--- src/rtl/decoder_sequencer.sv ---
// decoder_sequencer: runs up to three decode milestones in the fixed order
// M3 -> M2 -> M1 and muxes the active milestone onto the shared SRAM port.
// Optional watchdog: define SEQ_TIMEOUT_EN to abort a milestone that stays
// active for TIMEOUT_CYCLES cycles without signalling done.
//
// Handshake: Start and Mx_done are single-cycle pulses sampled on the rising
// edge of Clock. Start is honoured only when idle or in error. Mx_enable is a
// level held for the whole active phase. Mx_done is honoured only while that
// milestone's enable is high. Done is a one-cycle pulse; Error is sticky until
// the next Start.
module decoder_sequencer #(
  parameter logic [31:0] TIMEOUT_CYCLES = 32'd1000000
) (
  input  logic        Clock,
  input  logic        Resetn,
  input  logic        Start,
  input  logic [2:0]  Skip_mask,
  output logic        M3_enable,
  output logic        M2_enable,
  output logic        M1_enable,
  input  logic        M3_done,
  input  logic        M2_done,
  input  logic        M1_done,
  input  logic [17:0] M3_address,
  input  logic [17:0] M2_address,
  input  logic [17:0] M1_address,
  input  logic [15:0] M3_write_data,
  input  logic [15:0] M2_write_data,
  input  logic [15:0] M1_write_data,
  input  logic        M3_we_n,
  input  logic        M2_we_n,
  input  logic        M1_we_n,
  output logic [17:0] SRAM_address,
  output logic [15:0] SRAM_write_data,
  output logic        SRAM_we_n,
  output logic        Busy,
  output logic        Done,
  output logic        Error,
  output logic [31:0] Cycle_count,
  output logic [2:0]  Dbg_state
);

  typedef enum logic [2:0] {
    S_SEQ_IDLE   = 3'd0,
    S_SEQ_M3     = 3'd1,
    S_SEQ_M2     = 3'd2,
    S_SEQ_M1     = 3'd3,
    S_SEQ_FINISH = 3'd4,
    S_SEQ_ERROR  = 3'd5
  } seq_state_e;

  seq_state_e  state_q, state_d;
  logic [2:0]  mask_q, mask_d;     // bit0=skip M3, bit1=skip M2, bit2=skip M1
  logic [31:0] count_q, count_d;
  logic [2:0]  en_q;               // bit0=M3, bit1=M2, bit2=M1
  logic        timeout_hit;

  // First non-skipped milestone at or after position from_m (3=M3, 2=M2,
  // 1=M1); FINISH when every remaining milestone is skipped.
  function automatic seq_state_e pick_next(input logic [2:0] mask,
                                           input logic [1:0] from_m);
    seq_state_e nxt;
    nxt = S_SEQ_FINISH;
    if (!mask[2] && from_m >= 2'd1) nxt = S_SEQ_M1;
    if (!mask[1] && from_m >= 2'd2) nxt = S_SEQ_M2;
    if (!mask[0] && from_m == 2'd3) nxt = S_SEQ_M3;
    return nxt;
  endfunction

`ifdef SEQ_TIMEOUT_EN
  logic [31:0] wd_q, wd_d;

  assign timeout_hit = (wd_q == TIMEOUT_CYCLES - 32'd1);

  // Watchdog restarts on every milestone entry and counts cycles spent in it.
  always_comb begin
    wd_d = 32'd0;
    if (state_d == state_q &&
        (state_q == S_SEQ_M3 || state_q == S_SEQ_M2 || state_q == S_SEQ_M1))
      wd_d = wd_q + 32'd1;
  end

  // Watchdog register.
  always_ff @(posedge Clock or negedge Resetn) begin
    if (!Resetn) wd_q <= 32'd0;
    else         wd_q <= wd_d;
  end

  assign Error = (state_q == S_SEQ_ERROR);
`else
  // No watchdog in this build: milestones may run indefinitely.
  logic unused_timeout;
  assign unused_timeout = ^TIMEOUT_CYCLES;
  assign timeout_hit    = 1'b0;
  assign Error          = 1'b0;
`endif

  assign Busy = (state_q == S_SEQ_M3) || (state_q == S_SEQ_M2) ||
                (state_q == S_SEQ_M1) || (state_q == S_SEQ_FINISH);

  // Next-state, mask latch and cycle counter update.
  always_comb begin
    state_d = state_q;
    mask_d  = mask_q;
    count_d = count_q;
    if (Busy && count_q != 32'hFFFF_FFFF)
      count_d = count_q + 32'd1;
    case (state_q)
      S_SEQ_IDLE, S_SEQ_ERROR: begin
        if (Start) begin
          mask_d  = Skip_mask;
          // The Start cycle itself is the first elapsed cycle of the run.
          count_d = 32'd1;
          state_d = pick_next(Skip_mask, 2'd3);
        end
      end
      S_SEQ_M3: begin
        if (M3_done)          state_d = pick_next(mask_q, 2'd2);
        else if (timeout_hit) state_d = S_SEQ_ERROR;
      end
      S_SEQ_M2: begin
        if (M2_done)          state_d = pick_next(mask_q, 2'd1);
        else if (timeout_hit) state_d = S_SEQ_ERROR;
      end
      S_SEQ_M1: begin
        if (M1_done)          state_d = S_SEQ_FINISH;
        else if (timeout_hit) state_d = S_SEQ_ERROR;
      end
      S_SEQ_FINISH: state_d = S_SEQ_IDLE;
      default:      state_d = S_SEQ_IDLE;
    endcase
  end

  // State, mask, counter and enable registers; enables decode the next state
  // so they change on the same edge as the state.
  always_ff @(posedge Clock or negedge Resetn) begin
    if (!Resetn) begin
      state_q <= S_SEQ_IDLE;
      mask_q  <= 3'b000;
      count_q <= 32'd0;
      en_q    <= 3'b000;
    end else begin
      state_q <= state_d;
      mask_q  <= mask_d;
      count_q <= count_d;
      en_q    <= {state_d == S_SEQ_M1, state_d == S_SEQ_M2, state_d == S_SEQ_M3};
    end
  end

  // Shared SRAM port follows the active milestone; parked when none active.
  always_comb begin
    SRAM_address    = 18'd0;
    SRAM_write_data = 16'd0;
    SRAM_we_n       = 1'b1;
    case (state_q)
      S_SEQ_M3: begin
        SRAM_address    = M3_address;
        SRAM_write_data = M3_write_data;
        SRAM_we_n       = M3_we_n;
      end
      S_SEQ_M2: begin
        SRAM_address    = M2_address;
        SRAM_write_data = M2_write_data;
        SRAM_we_n       = M2_we_n;
      end
      S_SEQ_M1: begin
        SRAM_address    = M1_address;
        SRAM_write_data = M1_write_data;
        SRAM_we_n       = M1_we_n;
      end
      default: ;
    endcase
  end

  assign M3_enable   = en_q[0];
  assign M2_enable   = en_q[1];
  assign M1_enable   = en_q[2];
  assign Done        = (state_q == S_SEQ_FINISH);
  assign Cycle_count = count_q;
  assign Dbg_state   = state_q;

endmodule

--- config.mk ---
export PLATFORM = sky130hd
export DESIGN_NAME = decoder_sequencer
export DESIGN_NICKNAME = d
export VERILOG_FILES = /design/src/rtl/decoder_sequencer.sv
export SDC_FILE = /design/constraint.sdc
export NUM_CORES = 1
export LEC_CHECK = 0
export BUFFER_PORTS_ARGS = -buffer_cell sky130_fd_sc_hd__buf_2
export CORE_ASPECT_RATIO = 0.8
export CORE_UTILIZATION = 30
export CTS_CLUSTER_DIAMETER = 60
export DETAILED_ROUTE_END_ITERATION = 6
export GPL_ROUTABILITY_DRIVEN = 1
export MAX_ROUTING_LAYER = met4
export PLACE_DENSITY = 0.56
export RECOVER_POWER = 25
export SYNTH_ARGS = -nofsm -noshare
export SYNTH_HDL_FRONTEND = slang
export SYNTH_SLANG_ARGS = --single-unit
export TNS_END_PERCENT = 5
--- constraint.sdc ---
create_clock -name Clock -period 2.2 [get_ports Clock]
set_input_delay 0.44 -clock Clock [delete_from_list [all_inputs] [get_ports Clock]]
set_output_delay 0.44 -clock Clock [all_outputs]
set_load 0.02 [all_outputs]
==> flow_metrics.tcl, run 1 <==
set metrics [dict create \
    synth_area_um2 3490 \
    dr_wl_met2_um 5470 \
    synth_nets 550 \
    core_area_um2 11100 \
    slew_viol_final 0 \
    gp_congestion 0.832 \
    yosysTopAreaCellShare_pct 28.7 \
    die-width_um 123 \
    vias 3894 \
    io_buffers 188 \
    placed_cell_area_um2 4650 \
    post_synth_fa_ha_maj_area_fraction_pct 0.359 \
    synth.area.top_cells "dfrtp_1 29%, mux2_2 11%, nand2_1 6.2%, nor2_1 5.9%, a21oi_1 5.7%" \
    reg2reg_slack_ps 160 \
    num_antenna_cells 0 \
    holdWs_ps 417 \
    endpoint_kind "output pin" \
    async_flop_share_pct 100 \
    io_pins 190 \
    grt_pass1_vias 3750 \
    setup_violations 0 \
    synth_cells 435 \
    via_per_inst 5.12 \
    final_antenna_net_count 0 \
    holdCritPathClass "in -> async" \
    period_share_pct 96.8 \
    synth_compound_area_share_pct 16.0 \
    powerDensity_nw_per_um2 1040 \
    drt-total-wl_um 11900 \
    grt-ovfl-total 0 \
    ys_seq_area_share_pct 28.7 \
    antenna_found_initial 0 \
    critPathLaunchType "flip-flop" \
    dpl.hpwl_um 9200 \
    wl_met1_um 5780 \
    skew_ps 8.01 \
    synth-xor-area-share_pct 0.502 \
    synth.area.mux_share_pct 15.3 \
    power_mw 5.01 \
    dr_wl_met3_um 505 \
    finish.utilization_pct 43.6 \
    synth_top_family_by_area "simple AND/OR/NAND/NOR gates" \
    yosys.area_share.simple_pct 32.4 \
    drt-initial-drc-count 179 \
    ir_drop_uv 319 \
    worstPathMaxFanout 16 \
    start_util_pct 31.4 \
    final_nets 731 \
    dr.pass1.iters 4 \
    insertion_delay_ps 290 \
    finalNonFillerCells 761 \
    grt_usage_pct 20.2 \
    path_class "reg -> out" \
    wl_per_cell_um 15.6 \
    grt_max_degree 44 \
    area_delta_synth_final_pct 38.8 \
    path_clk_slew_ps 60 \
    root_buffer "clkbuf_16" \
    dr.max_layer_used "met4" \
    grt_pass1_wl_um 18900 \
    layout-drive-gt1-share_pct 47.8 \
    period_minus_slack_ps 2130 \
    synth_edf_count 0 \
    fmax_ghz 0.470 \
    dp.cells 750 \
    maxCapViolations 0 \
    cp_data_required_time_ps 1760 \
    rows 34 \
    htreeDepth 2 \
    fin_area_um2 4840 \
    die_h_um 98.4 \
    cts_tree "yes" \
    synth_top_area_cell "dfrtp_1" \
    ys.warnings.count 0 \
    hold_viol 0 \
    relSlewSlack_pct 29.8 \
    synth_top_flop_cell "dfrtp_1" \
    drc_errors 0 \
    ys_seq_elements 40 \
    cts-buffers-inserted 5 \
    netlist-cell-type-count 57 \
    dieArea_um2 12100 \
    cp.arrival_ps 1690 \
    worst_pin_slew_ps 1050 \
    clock_path_buffers 2 \
    outcome "completed" \
    leakage_nw 2.32 \
    numClockSinks 40 \
    grt_setup_unrepaired "true" \
    syn_area_per_cell_um2 8.02 \
]
[path summary, 6_finish.rpt]
check | from | to | cells after the start
setup / recovery | Dbg_state[0] | SRAM_address[11] | 5
min in group Clock | Skip_mask[1] | mask_q[1] | 3
hold reg to reg | mask_q[1] | mask_q[1] | 2
setup reg to reg | Cycle_count[5] | Cycle_count[27] | 5
max in group asynchronous | Resetn | Dbg_state[2] | 2
hold / removal | Resetn | Cycle_count[31] | 2
[flip-flops by register name, summed over array words and instances, names as in the netlist]
register	flops
en_q	3
mask_q	2
Dbg_state	3
Cycle_count	32
[power breakdown]
part | total (mW) | switching [mW] | internal [mW]
combinational | 3.28 | 2.02 | 1.26
clock | 0.751 | 0.300 | 0.451
sequential | 0.986 | 0.147 | 0.839
[metal layers]
metal,GRT usage [%],vias up
met2,30.0,90
met4,4.03,0
li1,-,1953
met3,3.30,12
met5,-,-
met1,28.9,1839
[cell type report]
class / count / area, um2
Fill cell: 1156 / 6260
Clock inverter: 2 / 15.0
Tap cell: 144 / 180
Sequential cell: 40 / 1000
Inverter: 3 / 11.3
Multi-Input combinational cell: 355 / 2340
Clock buffer: 6 / 139
Timing Repair Buffer: 211 / 1150
[repair_timing]
item	CTS	global route
buffers inserted	3	0
setup endpoints to repair	18	18
resized for setup	0	4
hold buffers	0	0
[cell families after synthesis]
logic type,count (synthesis)
other cells,1
buf+inv,40
fa+ha+maj,1
xor+xnor,2
flops,40
mux,49
simple gates,214
compound gates,88
[through the flow]
step / TNS (ps) / setup slack (ps)
floorplan: -424 / -22.5
global placement: 0 / 159
detailed placement: 0 / 154
CTS: 0 / 45.0
global route: -149 / -40.3
finish: 0 / 71.4
[synthesized netlist by cell type (8+ instances only)]
cell type / instances
nand2_1: 58
nor2_1: 55
a21oi_1: 40
dfrtp_1: 40
mux2_2: 34
nand3_1: 22
clkbuf_1: 17
o31ai_1: 16
or4_1: 16
a22oi_1: 15
mux2i_1: 15
nand2b_1: 12
buf_2: 9
nand4_1: 8
nor4_1: 8
[cell usage in the layout (no fill, tap or decap), drive strengths merged, types with 15 or more instances in the layout]
| cell | count |
|---|---|
| a21oi | 40 |
| a22oi | 15 |
| buf | 210 |
| dfrtp | 40 |
| mux2 | 34 |
| mux2i | 15 |
| nand2 | 58 |
| nand3 | 22 |
| nor2 | 56 |
| o31ai | 16 |
| or4 | 17 |
[worst max-delay path: stages, from the launching register on]
cell and delay (ps):
dfrtp_2 470, buf_12 180, mux2_2 340, a22oi_1 160, nor2_1 70, buf_2 190
Power figures use the tool's default switching activity.
==> inputs of run 2 (changes only) <==
--- a/config.mk
+++ b/config.mk
@@ -14,6 +14,7 @@
 export MAX_ROUTING_LAYER = met4
 export PLACE_DENSITY = 0.56
 export RECOVER_POWER = 25
+export REMOVE_ABC_BUFFERS = 1
 export SYNTH_ARGS = -nofsm -noshare
 export SYNTH_HDL_FRONTEND = slang
 export SYNTH_SLANG_ARGS = --single-unit
==> run 2 against run 1 <==
  * Critical endpoint is now SRAM_address[8]
  * Highest routed layer unchanged
  * Sequential share of layout area grew 0.055 points
  * Sequential power is 2.4% lower
  * Largest power group unchanged
  * Register-to-register slack hardly changed
==> flow_metrics.tcl, run 2 (synthesis results as in run 1) <==
set metrics [dict create \
    outcome "completed" \
    wl_per_cell_um 15.5 \
    skew_ps 6.83 \
    area_delta_synth_final_pct 38.2 \
    setup_violations 0 \
    leakage_nw 2.34 \
    vias 3878 \
    dpl.hpwl_um 8940 \
    insertion_delay_ps 290 \
    rows 34 \
    critical_path.cell_chain "buf_12 -> buf_4 -> mux2_2 -> a22oi_1 -> nor2_1 -> buf_2" \
    drt-initial-drc-count 215 \
    crit_path_max_incr_delay_ps 430 \
    maxCapViolations 0 \
    ir_drop_uv 462 \
    critPathLaunchType "flip-flop" \
    final_nets 732 \
    antenna_found_initial 0 \
    cts-buffers-inserted 5 \
    start_util_pct 31.4 \
    endpoint_kind "output pin" \
    drc_errors 0 \
    fillers 1130 \
    cts_hold_buffers 0 \
    grt_pass1_wl_um 18300 \
    period_minus_slack_ps 2160 \
    path_buf_inv 3 \
    worstPathMaxFanout 28 \
    cts_tree "yes" \
    root_buffer "clkbuf_16" \
    fmax_ghz 0.462 \
    core_area_um2 11100 \
    period_share_pct 98.4 \
    die_h_um 98.4 \
    worst_pin_slew_ps 947 \
    die-width_um 123 \
    dieArea_um2 12100 \
    cp_data_required_time_ps 1760 \
    dp.cells 751 \
    num_antenna_cells 0 \
    htreeDepth 2 \
    slew_viol_final 0 \
    hold_viol 0 \
    numClockSinks 40 \
    finalNonFillerCells 762 \
    final_antenna_net_count 0 \
    clock_path_buffers 2 \
    grt_usage_pct 19.7 \
    cp.arrival_ps 1720 \
    path_class "reg -> out" \
    tns_ps 0 \
    path_clk_slew_ps 60 \
    final_common_cell "buf_2" \
    powerDensity_nw_per_um2 1050 \
    grt_setup_unrepaired "true" \
    largest_register_ffs 32 \
    grt_pass1_vias 3556 \
    power_mw 5.08 \
    slowest_stage "dfrtp_2" \
    gp_congestion 0.867 \
    layout-drive-gt1-share_pct 44.5 \
    grt_max_degree 47 \
    mostFrequentLayoutCells "184 x buf_2, 58 x nand2_1, 54 x nor2_1" \
    via_per_inst 5.09 \
    io_buffers 188 \
    dr.pass1.iters 4 \
    drt-total-wl_um 11800 \
    finish.utilization_pct 43.4 \
    io_pins 190 \
    cp_top_family "buffers and inverters" \
    holdCritPathClass "in -> async" \
    grt-ovfl-total 0 \
    relSlewSlack_pct 36.9 \
]
-- run 2: changes by cell type in the layout (fill, tap and decap cells not counted), moves of 2 or more --
cell / previous run / this run
nor2_1: 36 / 54
clkbuf_1: 0 / 4
a21oi_2: 0 / 2
nor2_2: 20 / 2
clkinvlp_4: 2 / 0
buf_2: 188 / 184
buf_4: 18 / 21
a21oi_1: 40 / 38
-- run 2: metrics by stage --
step | hold WS, ps | setup WS, ps | instance area (um2)
finish | 184 | 35.4 | 4820
global placement | 349 | 256 | 4610
floorplan | 144 | -2120 | 3260
CTS | 50.6 | 0.682 | 4770
global route | 253 | -38.9 | 4820
detailed placement | 355 | 160 | 4610
-- run 2: layout make-up --
type	count	area (um2)	share of cell area, %
Multi-Input combinational cell	355	2300	47.7
Timing Repair Buffer	212	1160	24.1
Clock inverter	2	35.0	0.727
Sequential cell	40	1000	20.8
Inverter	3	11.3	0.234
Tap cell	144	180	3.74
Clock buffer	6	129	2.67
-- run 2: worst reg2reg max path, cell delays in order, from the launching register on --
cell and delay (ps):
dfrtp_1 430, ha_1 270, and4_1 240, nand3_1 150
nor4_4 70, buf_4 190, or4_1 480, a21oi_1 150
-- run 2: per-layer routing --
| metal | global-route usage [%] | part of all wire (%) |
|---|---|---|
| met5 | - | 0 |
| met4 | 4.13 | 0.64 |
| met1 | 28.0 | 48 |
| met3 | 3.01 | 4.4 |
| met2 | 29.5 | 47 |
-- run 2: worst paths after layout --
| check | start | end | slack [ps] | depth (start not counted) |
|---|---|---|---|---|
| min in group Clock | Skip_mask[2] | mask_q[2] | 420 | 3 |
| max in group asynchronous | Resetn | Dbg_state[1] | 650 | 2 |
| min reg2reg | Cycle_count[7] | Cycle_count[7] | 540 | 1 |
| max reg2reg | Cycle_count[0] | Cycle_count[9] | 160 | 7 |
| min | Resetn | Cycle_count[11] | 180 | 1 |
| max | Dbg_state[0] | SRAM_address[8] | 40 | 6 |
-- run 2: power breakdown --
group	internal [mW]	switching [mW]
logic	1.28	2.01
registers	0.837	0.124
clock network	0.534	0.296
total	2.65	2.44
-- run 2: timing repair --
item                                    CTS  global route
endpoints found under the setup margin    0            24
buffers inserted                          0             2
resized for setup                         0            12
endpoints found under the hold margin     0             0
==> inputs of run 3 (changes only) <==
--- a/config.mk
+++ b/config.mk
@@ -5,6 +5,7 @@
 export SDC_FILE = /design/constraint.sdc
 export NUM_CORES = 1
 export LEC_CHECK = 0
+export ABC_AREA = 1
 export BUFFER_PORTS_ARGS = -buffer_cell sky130_fd_sc_hd__buf_2
 export CORE_ASPECT_RATIO = 0.8
 export CORE_UTILIZATION = 30
==> run 3 against run 2 <==
  * Worst setup slack gained 49 ps
  * Sequential share of layout area grew 0.054 points
  * Clock power shrank 8.4%
  * Largest cell class unchanged
==> flow_metrics.tcl, run 3 <==
set metrics [dict create \
    synth_top_flop_cell "dfrtp_1" \
    grt_pass1_vias 3855 \
    insertion_delay_ps 280 \
    async_flop_share_pct 100 \
    synth_top_area_cell "dfrtp_1" \
    synthTopCellsByCount "203 x nand2_1, 89 x nor2_1, 65 x inv_1" \
    root_buffer "clkbuf_16" \
    crit_path_max_incr_delay_ps 420 \
    fin_ws_ps 84.3 \
    numClockSinks 40 \
    drt-total-wl_um 12400 \
    final_nets 879 \
    dieArea_um2 11900 \
    synth.area.top_cells "dfrtp_1 29%, nand2_1 22%, nor2_1 9.7%, nand3_1 8.2%, inv_1 7.1%" \
    ys.warnings.count 0 \
    final_common_cell "nand2_1" \
    worstPathMaxFanout 9 \
    clock_path_buffers 2 \
    setup_violations 0 \
    synth_edf_count 0 \
    skew_ps 5.33 \
    fmax_ghz 0.473 \
    die_h_um 97.7 \
    final_antenna_net_count 0 \
    layout-drive-gt1-share_pct 31.3 \
    leakage_nw 2.69 \
    outcome "completed" \
    relSlewSlack_pct 28.8 \
    htreeDepth 2 \
    grt-ovfl-total 0 \
    holdCritPathClass "in -> async" \
    maxCapViolations 0 \
    worst_pin_slew_ps 1070 \
    multi_input_area_um2 2050 \
    cp_data_required_time_ps 1760 \
    powerDensity_nw_per_um2 1040 \
    core_area_um2 11000 \
    critical_path.cell_chain "inv_1 -> nand2_2 -> nor2_4 -> buf_12 -> buf_12 -> a22oi_2 -> nand2_1 -> buf_2" \
    netlist-cell-type-count 31 \
    via_per_inst 4.71 \
    synth_area_um2 3430 \
    io_pins 190 \
    path_class "reg -> out" \
    grt_pass1_wl_um 18700 \
    largest_register_ffs 32 \
    critPathLaunchType "flip-flop" \
    grt_usage_pct 20.3 \
    ir_drop_uv 366 \
    ys_seq_elements 40 \
    fillers 1176 \
    period_share_pct 96.2 \
    hold_viol 0 \
    endpoint_kind "output pin" \
    power_mw 4.98 \
    slowest_stage "dfrtp_2" \
    syn_area_per_cell_um2 5.98 \
    regArea_um2 1000 \
    vias 4283 \
    cp.arrival_ps 1680 \
    antenna_found_initial 2 \
    area_delta_synth_final_pct 40.1 \
    mostFrequentLayoutCells "202 x nand2_1, 188 x buf_2, 89 x nor2_1" \
    yosysMostFrequentCell "nand2_1" \
    wl_per_cell_um 13.6 \
    rows 34 \
    grt_max_degree 41 \
    ys_seq_area_share_pct 29.2 \
    drt-initial-drc-count 242 \
    die-width_um 122 \
    cp_common_cell "buf_12" \
    dpl_worst_slack_ps 272 \
    start_util_pct 31.1 \
    gp_congestion 0.870 \
    period_minus_slack_ps 2120 \
    cts-buffers-inserted 5 \
    cts_tree "yes" \
    dpl.hpwl_um 9460 \
    yosysTopAreaCellShare_pct 29.2 \
    io_buffers 188 \
    drc_errors 0 \
    slew_viol_final 0 \
    path_clk_slew_ps 60 \
    synth_cells 574 \
    dr.pass1.iters 5 \
]
[run 3: changes by cell type after synthesis, sizes merged, moves of 9 or more]
cell	before	now
a21oi	40	21
clkbuf	18	7
inv	3	69
mux2	34	0
mux2i	15	0
nand2	58	208
nand2b	12	0
nand3	22	61
nor2	56	97
nor4	9	0
o21ai	6	19
o31ai	16	0
or4	17	0
[run 3: kinds of logic (layout without fill, tap and decap cells)]
group           Yosys count  count (layout)  share of synthesized area (%)
compound gates           63              63                           10.9
buf+inv                  90             280                           11.4
flops                    40              40                           29.2
fa+ha+maj                 1               1                          0.365
xor+xnor                  1               1                          0.255
other cells               1               3                          0.109
simple gates            378             378                           47.7
[run 3: metrics by stage]
stage	TNS (ps)	instance area [um2]	hold slack, ps	instances	utilization [%]
after CTS	0	4720	246	902	42.8
after floorplan	-542	3300	144	553	-
final	0	4810	422	910	43.6
after global routing	-30.2	4810	448	910	43.6
after detailed placement	0	4520	499	894	41.1
after global placement	0	4520	487	894	41.1
[run 3: layer usage]
metal	wire (um)	GRT usage, %
met5	0	-
met4	217	4.56
met3	809	3.05
met2	6020	34.9
met1	5310	24.9
[run 3: worst paths after layout]
check | from | end | slack, ps | cells past startpoint
setup reg to reg | Cycle_count[0] | Cycle_count[12] | 300 | 9
max in group asynchronous | Resetn | Dbg_state[1] | 1050 | 2
hold reg to reg | mask_q[1] | mask_q[1] | 510 | 2
hold / removal | Resetn | Cycle_count[14] | 420 | 2
min in group Clock | Skip_mask[2] | mask_q[2] | 430 | 3
setup / recovery | Dbg_state[1] | SRAM_write_data[9] | 80 | 8
[run 3: layout make-up]
class                   instances  area share, %
diodes                          2          0.104
repair buffers                204           24.0
clock buffers                   7           3.18
inverters                      69           5.44
well taps                     144           3.75
flip-flops and latches         40           20.9
multi-input cells             444           42.7
[run 3: power breakdown]
group | internal [mW] | switching, mW
Combinational | 1.16 | 2.07
Clock | 0.476 | 0.284
Sequential | 0.857 | 0.130
[run 3: worst max-delay path, delay by kind of cell (launching register included)]
family	cells	cell delay, ps
buf+inv	4	540
flops	1	420
simple gates	3	210
compound gates	1	220
[run 3: repair_timing]
item | CTS | global route
endpoints found under the setup margin | 2 | 31
cloned | 1 | 2
resized for setup | 3 | 5
pin swaps | 0 | 1
setup buffers | 0 | 4
hold buffers | 0 | 0
